## src/rtl/jfpjc_dct_readout_arbiter_if.sv

```systemverilog
// ============================================================================
// Module   : jfpjc_dct_readout_arbiter_if
// Purpose  : Request/release, shared memory read and coefficient stream
//            signals between the DCT engines and the readout arbiter.
// Revision : 1.0
// ============================================================================
`default_nettype none

interface jfpjc_dct_readout_arbiter_if #(
  parameter int NUM_DCTS   = 5,
  parameter int COEF_WIDTH = 16,
  parameter int SEL_WIDTH  = 3
);
  logic [NUM_DCTS-1:0]            blk_ready;
  logic [NUM_DCTS-1:0]            blk_done;
  logic [5:0]                     mem_addr;
  logic [SEL_WIDTH-1:0]           mem_sel;
  logic [NUM_DCTS*COEF_WIDTH-1:0] mem_rdata;
  logic [COEF_WIDTH-1:0]          out_data;
  logic [5:0]                     out_idx;
  logic [SEL_WIDTH-1:0]           out_src;
  logic                           out_last;
  logic                           out_valid;
  logic                           out_ready;

  modport master (
    input  blk_ready, mem_rdata, out_ready,
    output blk_done, mem_addr, mem_sel,
    output out_data, out_idx, out_src, out_last, out_valid
  );

  modport slave (
    output blk_ready, mem_rdata, out_ready,
    input  blk_done, mem_addr, mem_sel,
    input  out_data, out_idx, out_src, out_last, out_valid
  );
endinterface

`default_nettype wire

```

## src/rtl/jfpjc_dct_readout_arbiter.sv

```systemverilog
// ============================================================================
// Module   : jfpjc_dct_readout_arbiter
// Purpose  : Round-robin readout of finished 8x8 DCT blocks into one
//            valid/ready coefficient stream through a 2-entry output FIFO.
// Revision : 1.0
// ============================================================================
`default_nettype none

module jfpjc_dct_readout_arbiter #(
  parameter int NUM_DCTS   = 5,
  parameter int COEF_WIDTH = 16,
  parameter int SEL_WIDTH  = 3
) (
  input wire clock,
  input wire nreset,
  jfpjc_dct_readout_arbiter_if.master bus
);

  localparam logic [5:0] c_last_addr = 6'd63;

  typedef enum logic [0:0] {
    ST_IDLE = 1'b0,
    ST_READ = 1'b1
  } state_t;

  state_t                r_state;
  state_t                w_state_next;
  logic [SEL_WIDTH-1:0]  r_rr;
  logic [SEL_WIDTH-1:0]  r_cur;
  logic [5:0]            r_addr;
  logic                  r_if_valid;
  logic [5:0]            r_if_idx;
  logic [SEL_WIDTH-1:0]  r_if_src;

  logic [COEF_WIDTH-1:0] r_fifo_data [2];
  logic [5:0]            r_fifo_idx  [2];
  logic [SEL_WIDTH-1:0]  r_fifo_src  [2];
  logic                  r_fifo_last [2];
  logic                  r_wr_ptr;
  logic                  r_rd_ptr;
  logic [1:0]            r_count;

  logic                  w_found;
  logic [SEL_WIDTH-1:0]  w_pick;
  logic [SEL_WIDTH:0]    w_sum;
  logic                  w_pop;
  logic [2:0]            w_level;
  logic                  w_select;
  logic                  w_issue;
  logic                  w_block_end;
  logic [COEF_WIDTH-1:0] w_slice [NUM_DCTS];

  for (genvar g = 0; g < NUM_DCTS; g++) begin : g_slice
    assign w_slice[g] = bus.mem_rdata[g*COEF_WIDTH +: COEF_WIDTH];
  end

  // First requester at or after the round-robin pointer, modulo NUM_DCTS.
  always_comb begin
    w_found = 1'b0;
    w_pick  = '0;
    w_sum   = '0;
    for (int k = 0; k < NUM_DCTS; k++) begin
      w_sum = {1'b0, r_rr} + (SEL_WIDTH+1)'(k);
      if (w_sum >= (SEL_WIDTH+1)'(NUM_DCTS)) begin
        w_sum = w_sum - (SEL_WIDTH+1)'(NUM_DCTS);
      end
      if (!w_found && bus.blk_ready[w_sum[SEL_WIDTH-1:0]]) begin
        w_found = 1'b1;
        w_pick  = w_sum[SEL_WIDTH-1:0];
      end
    end
  end

  // A pop in this cycle frees a slot, which keeps one beat per cycle flowing.
  assign w_pop   = (r_count != 2'd0) && bus.out_ready;
  assign w_level = {1'b0, r_count} + {2'b00, r_if_valid} - {2'b00, w_pop};

  always_comb begin
    w_state_next = r_state;
    w_select     = 1'b0;
    w_issue      = 1'b0;
    w_block_end  = 1'b0;
    bus.blk_done = '0;
    case (r_state)
      ST_IDLE: begin
        if (w_found) begin
          w_select     = 1'b1;
          w_state_next = ST_READ;
        end
      end
      ST_READ: begin
        if (w_level < 3'd2) begin
          w_issue = 1'b1;
          if (r_addr == c_last_addr) begin
            w_block_end         = 1'b1;
            bus.blk_done[r_cur] = 1'b1;
            w_state_next        = ST_IDLE;
          end
        end
      end
      default: w_state_next = ST_IDLE;
    endcase
  end

  always_ff @(posedge clock) begin
    if (!nreset) begin
      r_state <= ST_IDLE;
    end else begin
      r_state <= w_state_next;
    end
  end

  always_ff @(posedge clock) begin
    if (!nreset) begin
      r_rr       <= '0;
      r_cur      <= '0;
      r_addr     <= '0;
      r_if_valid <= 1'b0;
      r_if_idx   <= '0;
      r_if_src   <= '0;
    end else begin
      r_if_valid <= w_issue;
      if (w_issue) begin
        r_if_idx <= r_addr;
        r_if_src <= r_cur;
        r_addr   <= r_addr + 6'd1;
      end
      if (w_select) begin
        r_cur  <= w_pick;
        r_addr <= '0;
      end
      if (w_block_end) begin
        r_rr <= (r_cur == SEL_WIDTH'(NUM_DCTS-1)) ? '0 : r_cur + SEL_WIDTH'(1);
      end
    end
  end

  always_ff @(posedge clock) begin
    if (!nreset) begin
      for (int e = 0; e < 2; e++) begin
        r_fifo_data[e] <= '0;
        r_fifo_idx[e]  <= '0;
        r_fifo_src[e]  <= '0;
        r_fifo_last[e] <= 1'b0;
      end
      r_wr_ptr <= 1'b0;
      r_rd_ptr <= 1'b0;
      r_count  <= 2'd0;
    end else begin
      if (r_if_valid) begin
        r_fifo_data[r_wr_ptr] <= w_slice[r_if_src];
        r_fifo_idx[r_wr_ptr]  <= r_if_idx;
        r_fifo_src[r_wr_ptr]  <= r_if_src;
        r_fifo_last[r_wr_ptr] <= (r_if_idx == c_last_addr);
        r_wr_ptr              <= ~r_wr_ptr;
      end
      if (w_pop) begin
        r_rd_ptr <= ~r_rd_ptr;
      end
      r_count <= r_count + {1'b0, r_if_valid} - {1'b0, w_pop};
    end
  end

  assign bus.mem_addr  = r_addr;
  assign bus.mem_sel   = r_cur;
  assign bus.out_valid = (r_count != 2'd0);
  assign bus.out_data  = r_fifo_data[r_rd_ptr];
  assign bus.out_idx   = r_fifo_idx[r_rd_ptr];
  assign bus.out_src   = r_fifo_src[r_rd_ptr];
  assign bus.out_last  = r_fifo_last[r_rd_ptr];

endmodule

`default_nettype wire

```

## src/flat_wrapper.sv

```systemverilog
// flat-port wrapper written by rule: the top's interface ports become plain ports
module jfpjc_dct_readout_arbiter_flat 
#(
  parameter int NUM_DCTS   = 5,
  parameter int COEF_WIDTH = 16,
  parameter int SEL_WIDTH  = 3
)
  (clock, nreset, bus_blk_ready, bus_mem_rdata, bus_out_ready, bus_blk_done, bus_mem_addr, bus_mem_sel, bus_out_data, bus_out_idx, bus_out_src, bus_out_last, bus_out_valid);
  jfpjc_dct_readout_arbiter_if #(.NUM_DCTS(NUM_DCTS), .COEF_WIDTH(COEF_WIDTH), .SEL_WIDTH(SEL_WIDTH)) bus_i ();
  input wire clock;
  input wire nreset;
  input wire logic [$bits(bus_i.blk_ready)-1:0] bus_blk_ready;
  input wire logic [$bits(bus_i.mem_rdata)-1:0] bus_mem_rdata;
  input wire logic [$bits(bus_i.out_ready)-1:0] bus_out_ready;
  output wire logic [$bits(bus_i.blk_done)-1:0] bus_blk_done;
  output wire logic [$bits(bus_i.mem_addr)-1:0] bus_mem_addr;
  output wire logic [$bits(bus_i.mem_sel)-1:0] bus_mem_sel;
  output wire logic [$bits(bus_i.out_data)-1:0] bus_out_data;
  output wire logic [$bits(bus_i.out_idx)-1:0] bus_out_idx;
  output wire logic [$bits(bus_i.out_src)-1:0] bus_out_src;
  output wire logic [$bits(bus_i.out_last)-1:0] bus_out_last;
  output wire logic [$bits(bus_i.out_valid)-1:0] bus_out_valid;
  assign bus_i.blk_ready = bus_blk_ready;
  assign bus_i.mem_rdata = bus_mem_rdata;
  assign bus_i.out_ready = bus_out_ready;
  assign bus_blk_done = bus_i.blk_done;
  assign bus_mem_addr = bus_i.mem_addr;
  assign bus_mem_sel = bus_i.mem_sel;
  assign bus_out_data = bus_i.out_data;
  assign bus_out_idx = bus_i.out_idx;
  assign bus_out_src = bus_i.out_src;
  assign bus_out_last = bus_i.out_last;
  assign bus_out_valid = bus_i.out_valid;
  jfpjc_dct_readout_arbiter #(.NUM_DCTS(NUM_DCTS), .COEF_WIDTH(COEF_WIDTH), .SEL_WIDTH(SEL_WIDTH)) u_core (.clock(clock), .nreset(nreset), .bus(bus_i));
endmodule
```

## config.mk

```make
export PLATFORM = sky130hd
export DESIGN_NAME = jfpjc_dct_readout_arbiter_flat
export DESIGN_NICKNAME = d
export VERILOG_FILES = /design/src/rtl/jfpjc_dct_readout_arbiter_if.sv /design/src/rtl/jfpjc_dct_readout_arbiter.sv /design/src/flat_wrapper.sv
export SDC_FILE = /design/constraint.sdc
export NUM_CORES = 1
export LEC_CHECK = 0
export ABC_AREA = 1
export CORE_MARGIN = 2
export CORE_UTILIZATION = 45
export DETAILED_ROUTE_END_ITERATION = 8
export GPL_TIMING_DRIVEN = 0
export PLACE_DENSITY_LB_ADDON = 0.2
export SLEW_MARGIN = 20
export SYNTH_ARGS = -nofsm -noshare
export SYNTH_HDL_FRONTEND = slang
export SYNTH_SLANG_ARGS = --single-unit
```

## constraint.sdc

```tcl
create_clock -name clock -period 3.7 [get_ports clock]
set_input_delay 0.74 -clock clock [delete_from_list [all_inputs] [get_ports clock]]
set_output_delay 0.74 -clock clock [all_outputs]
set_load 0.005 [all_outputs]
```

After elaboration in Yosys (flattened, before gate mapping). Memories as Yosys holds them, arrays and structs flattened. A register that Yosys moved wholly into a read port is not among the register bits. Cells that the tools add are included. W data, S select, Z words.

$lt $le $gt $ge: 14. Reduce and logical (&&, ||, !) cells: 16. Bitwise gates (word level): 5. Equal/unequal tests: 3. Add/subtract/negate cells: 15. Mux-type cells: 68.

Operator list (number): $bmux W16 S3 (1); $mux W16 (3); $mux W1 (41); $mux W3 (12); $lt A3 B4 Y1 const B (6); $ge A4 B3 Y1 const B (4); $reduce_or A16 Y1 (1); $bmux W1 S3 (5); $mux W5 (3); $sub A3 B3 Y3 const B (5); $eq A6 B6 Y1 const B (2); $add A3 B2 Y4 const B (2); $add A6 B1 Y6 const B (1); $logic_and A1 B1 Y1 (6); $mux W6 (1); $reduce_or A6 Y1 (1); $add A3 B1 Y4 const B (1); $add A3 B3 Y4 const B (1); $ge A4 B4 Y1 const B (1); $logic_not A1 Y1 (4); $not A1 Y1 (4); $not A3 Y4 (1); $add A2 B1 Y3 (1); $add A3 B1 Y3 const B (1); other kinds (13) (13).

Memories kept: 4. Bits of input ports: 88. Output and inout port bits: 41. Register bits: 27. Memory bits (writable): 52.

Memory list: u_core.r_fifo_data (words 2, width 16, rd ports 1, clocked after memory_dff 1, wr ports 2, RTL line jfpjc_dct_readout_arbiter.sv:35) `logic [COEF_WIDTH-1:0] r_fifo_data [2];`; u_core.r_fifo_idx (words 2, width 6, rd ports 1, clocked after memory_dff 1, wr ports 2, RTL line jfpjc_dct_readout_arbiter.sv:36) `logic [5:0] r_fifo_idx [2];`; u_core.r_fifo_src (words 2, width 3, rd ports 1, clocked after memory_dff 1, wr ports 2, RTL line jfpjc_dct_readout_arbiter.sv:37) `logic [SEL_WIDTH-1:0] r_fifo_src [2];`; u_core.r_fifo_last (words 2, width 1, rd ports 1, clocked after memory_dff 1, wr ports 2, RTL line jfpjc_dct_readout_arbiter.sv:38) `logic r_fifo_last [2];`.

Depth between registers and ports, before layout.
Word-level depth: 20. Gate-level depth with buffers: 21. Mapped depth without buffers: 21.

Worst setup path before layout. No wires, ideal clock.

Kind: input to output. Start point: input bus_out_ready. End point: output bus_blk_done[1]. Stages: 13. Path slack: 0.018 ns. Data arrival time: 2.942 ns. Buffers on the path: 2. Data required time: 2.960 ns. Cell sequence: nand2_1 > inv_1 > ha_1 > inv_1 > ha_1 > inv_1 > fa_1 > nand3_1 > nor2_1 > inv_1 > clkbuf_1 > clkbuf_1 > nor3_1.

Longest elaborated chain between the ends: 5.

RTL lines: from (decl) (RTL line flat_wrapper.sv:14) `input wire logic [$bits(bus_i.out_ready)-1:0] bus_out_ready;`; $logic_and A1 B1 Y1 (RTL line jfpjc_dct_readout_arbiter.sv:75) `assign w_pop = (r_count != 2'd0) && bus.out_ready;`; via u_core.w_pop (RTL line jfpjc_dct_readout_arbiter.sv:46) `logic w_pop;`; $sub A3 B1 Y3 (RTL line jfpjc_dct_readout_arbiter.sv:76) `assign w_level = {1'b0, r_count} + {2'b00, r_if_valid} - {2'b00, w_pop};`; $lt A3 B2 Y1 (RTL line jfpjc_dct_readout_arbiter.sv:92) `if (w_level < 3'd2) begin`; $mux W5 (RTL line jfpjc_dct_readout_arbiter.sv:92); $mux W5 (RTL line jfpjc_dct_readout_arbiter.sv:84) `case (r_state)`; to (decl) (RTL line flat_wrapper.sv:15) `output wire logic [$bits(bus_i.blk_done)-1:0] bus_blk_done;`.

The timed path passes the listed nets, and every way through them passes these cells.

Final worst setup path. Same ends and word-level chain as after synthesis.

==> flow_summary.ini <==
[finish]
fin_nets = 904
multiInputGateArea_um2 = 2510
regArea_um2 = 2110
fillers = 890
area_growth_syn_to_layout_pct = 40.3
fin_area_um2 = 6930
layout_common_cells = clkdlybuf4s50_1 (121), nand2_1 (119), nor2_1 (76)
layout_commonest_cell = clkdlybuf4s50_1
drive_above_1_share = 0.159
final_core_util = 0.642
insertedDiodeCount = 0

[floorplanning]
coreArea_um2 = 10800
die_y_um = 109
io_pins = 129
initial_core_util = 0.458
die_x_um = 109
dieArea_um2 = 11800
num_rows = 38

[clock_tree]
clk_pin_slew_ns = 0.08
cts_tree = done
cts_inserted_buffers = 9
clock-sinks = 80
cts.root.buffer_cell = clkbuf_8
clock_latency_ns = 0.35
clockBufferDepth = 2
cts_htree_levels = 3
postCtsHoldBufs = 0

[detailed_routing]
drc = 0
vias = 5065
routed_wirelength_mm = 15.1
drt.antenna.violating_nets = 0
drtIter0Drc = 383
via_per_inst = 5.35
avgRoutedWirePerCell_um = 16.0
first_pass_iters = 4

[power_and_ir_drop]
leakagePower_nw = 2.95
power_mw = 3.15
vdd_drop_max_mv = 0.214
p_per_area_nw_per_um2 = 455

[logic_synthesis]
syn_inst = 625
syn_area_per_cell_um2 = 7.91
syn_area_um2 = 4940
yosysSeqAreaShare = 0.425
yosysUniqueCellTypes = 41
yosys_register_bits = 80
yosysWarnings = 0
syn_nets = 728

[global_routing]
antenna_found_initial = 0
grtUsageTotal = 0.258
overflow = 0
grt_max_degree = 27
grt_pass1_vias = 4971
grt_pass1_wl_mm = 23.7

[min_path]
hp-class = register to register

[place]
portBuffers = 127
place_congestion = 0.882
place_area_um2 = 6390
dpl.hpwl_mm = 10.5

[sta]
fmax_mhz = 273
setup_tns_ns = 0
slew_viol_final = 0
min_period_ns = 3.67
tightest_slew_ns = 0.639
setup_viol = 0
hold_viol_final = 0
fin_crit_sh = 0.991
relSlewSlack = 0.574
worst_clock_skew_ns = 0.00696

[status]
status = finished clean

[setup_path]
path_max_fanout = 10
critical_path_arrival_ns = 2.93
start_kind = primary input
required_ns = 2.96
worst-setup-path-type = primary input to primary output
cp-end-kind = primary output

[flow_run]
drv_cap = 0
## registers in the layout, indices dropped and copies added (netlist names), 3 cells and up, named ones only
register / cells
u_core.r_if_idx: 6
u_core.bus.mem_sel: 3
u_core.r_fifo_idx: 12
u_core.r_fifo_src: 6
u_core.bus.mem_addr: 6
u_core.r_fifo_data: 32
u_core.r_rr: 3
u_core.r_if_src: 3
## worst max-delay path: stages
cell and delay [ns]:
dlygate4sd2_1 0.24, nand2_2 0.08, inv_2 0.06, ha_4 0.22
inv_4 0.05, ha_4 0.12, inv_2 0.03, fa_2 0.54
nand3_2 0.09, nor2_4 0.11, inv_2 0.07, clkbuf_8 0.15
buf_8 0.14, nor3_4 0.15, buf_2 0.13
## cell type report
class                      instances  area share
timing repair buffer             165       0.221
clock inverter                     5     0.00487
clock buffer                      11      0.0189
multi-input combinational        434       0.362
sequential                        80       0.304
buffer                            27      0.0186
tap                              140      0.0253
inverter                          84      0.0458
## cells in the mapped netlist, drive strengths merged
library cell  number  area, µm²
nand2            127        499
inv               82        308
nor2              80        303
edfxtp            50       1500
nand3             48        240
a21oi             47        254
o21ai             41        213
dfxtp             30        601
mux2              25        282
clkbuf            20       75.1
a221o             16        160
ha                13        163
nor3               8       50.1
buf                7       32.5
nand4              6       50.0
xor2               4       35.0
a211oi             2       15.0
clkinv             2       7.51
fa                 2       40.0
nor4               2       12.5
o211ai             2       15.0
o31ai              2       15.0
or2                2       12.5
xnor2              2       17.5
a31oi              1       6.26
mux2i              1       13.8
nand3b             1       7.51
o22ai              1       6.26
or3                1       6.26
## report_power, final
group	internal, mW	switching (mW)
logic	0.703	0.758
clock network	0.243	0.318
registers	1.08	0.0489
total	2.03	1.12
## final timing paths
path | slack, ns | to | startpoint | cells after the start
setup / recovery | 0.03 | bus_blk_done[1] | bus_out_ready | 15
hold / removal | 0.48 | register | u_core.r_rd_ptr | 1
hold reg to reg | 0.48 | register | u_core.r_rd_ptr | 1
setup reg to reg | 0.09 | u_core.r_rr[1] | u_core.r_count[1] | 25
## what timing repair did
action	in CTS	in global routing
endpoints found under the setup margin	6	9
pin swaps	8	6
gates resized for setup	50	7
setup buffers	39	2
## metrics by stage
step / cells / setup WS (ns) / hold slack (ns)
floorplan: 625 / 0.0176 / 0.426
global placement: 892 / -1.41 / 0.436
global route: 946 / -0.0139 / 0.509
CTS: 947 / 0.0208 / 0.456
detailed placement: 892 / -1.46 / 0.447
finish: 946 / 0.0334 / 0.482
## routing by layer
layer | GRT usage | part of all wire | vias to the layer above
li1 | - | - | 2449
met1 | 0.323 | 0.43 | 2380
met2 | 0.440 | 0.49 | 199
met3 | 0.0412 | 0.053 | 37
met4 | 0.113 | 0.030 | 0
met5 | 0 | 0 | -
## cell families after synthesis
family                     count (synthesis)  share of synthesized area
muxes                                     26                     0.0598
buffers and inverters                    111                     0.0856
AOI/OAI and AO/OA                        112                      0.139
adders and majority gates                 15                     0.0410
DFF                                       80                      0.425
xor gates and xnor gates                   6                     0.0106
and+or+nand+nor                          275                      0.239
Power figures use the tool's default switching activity.
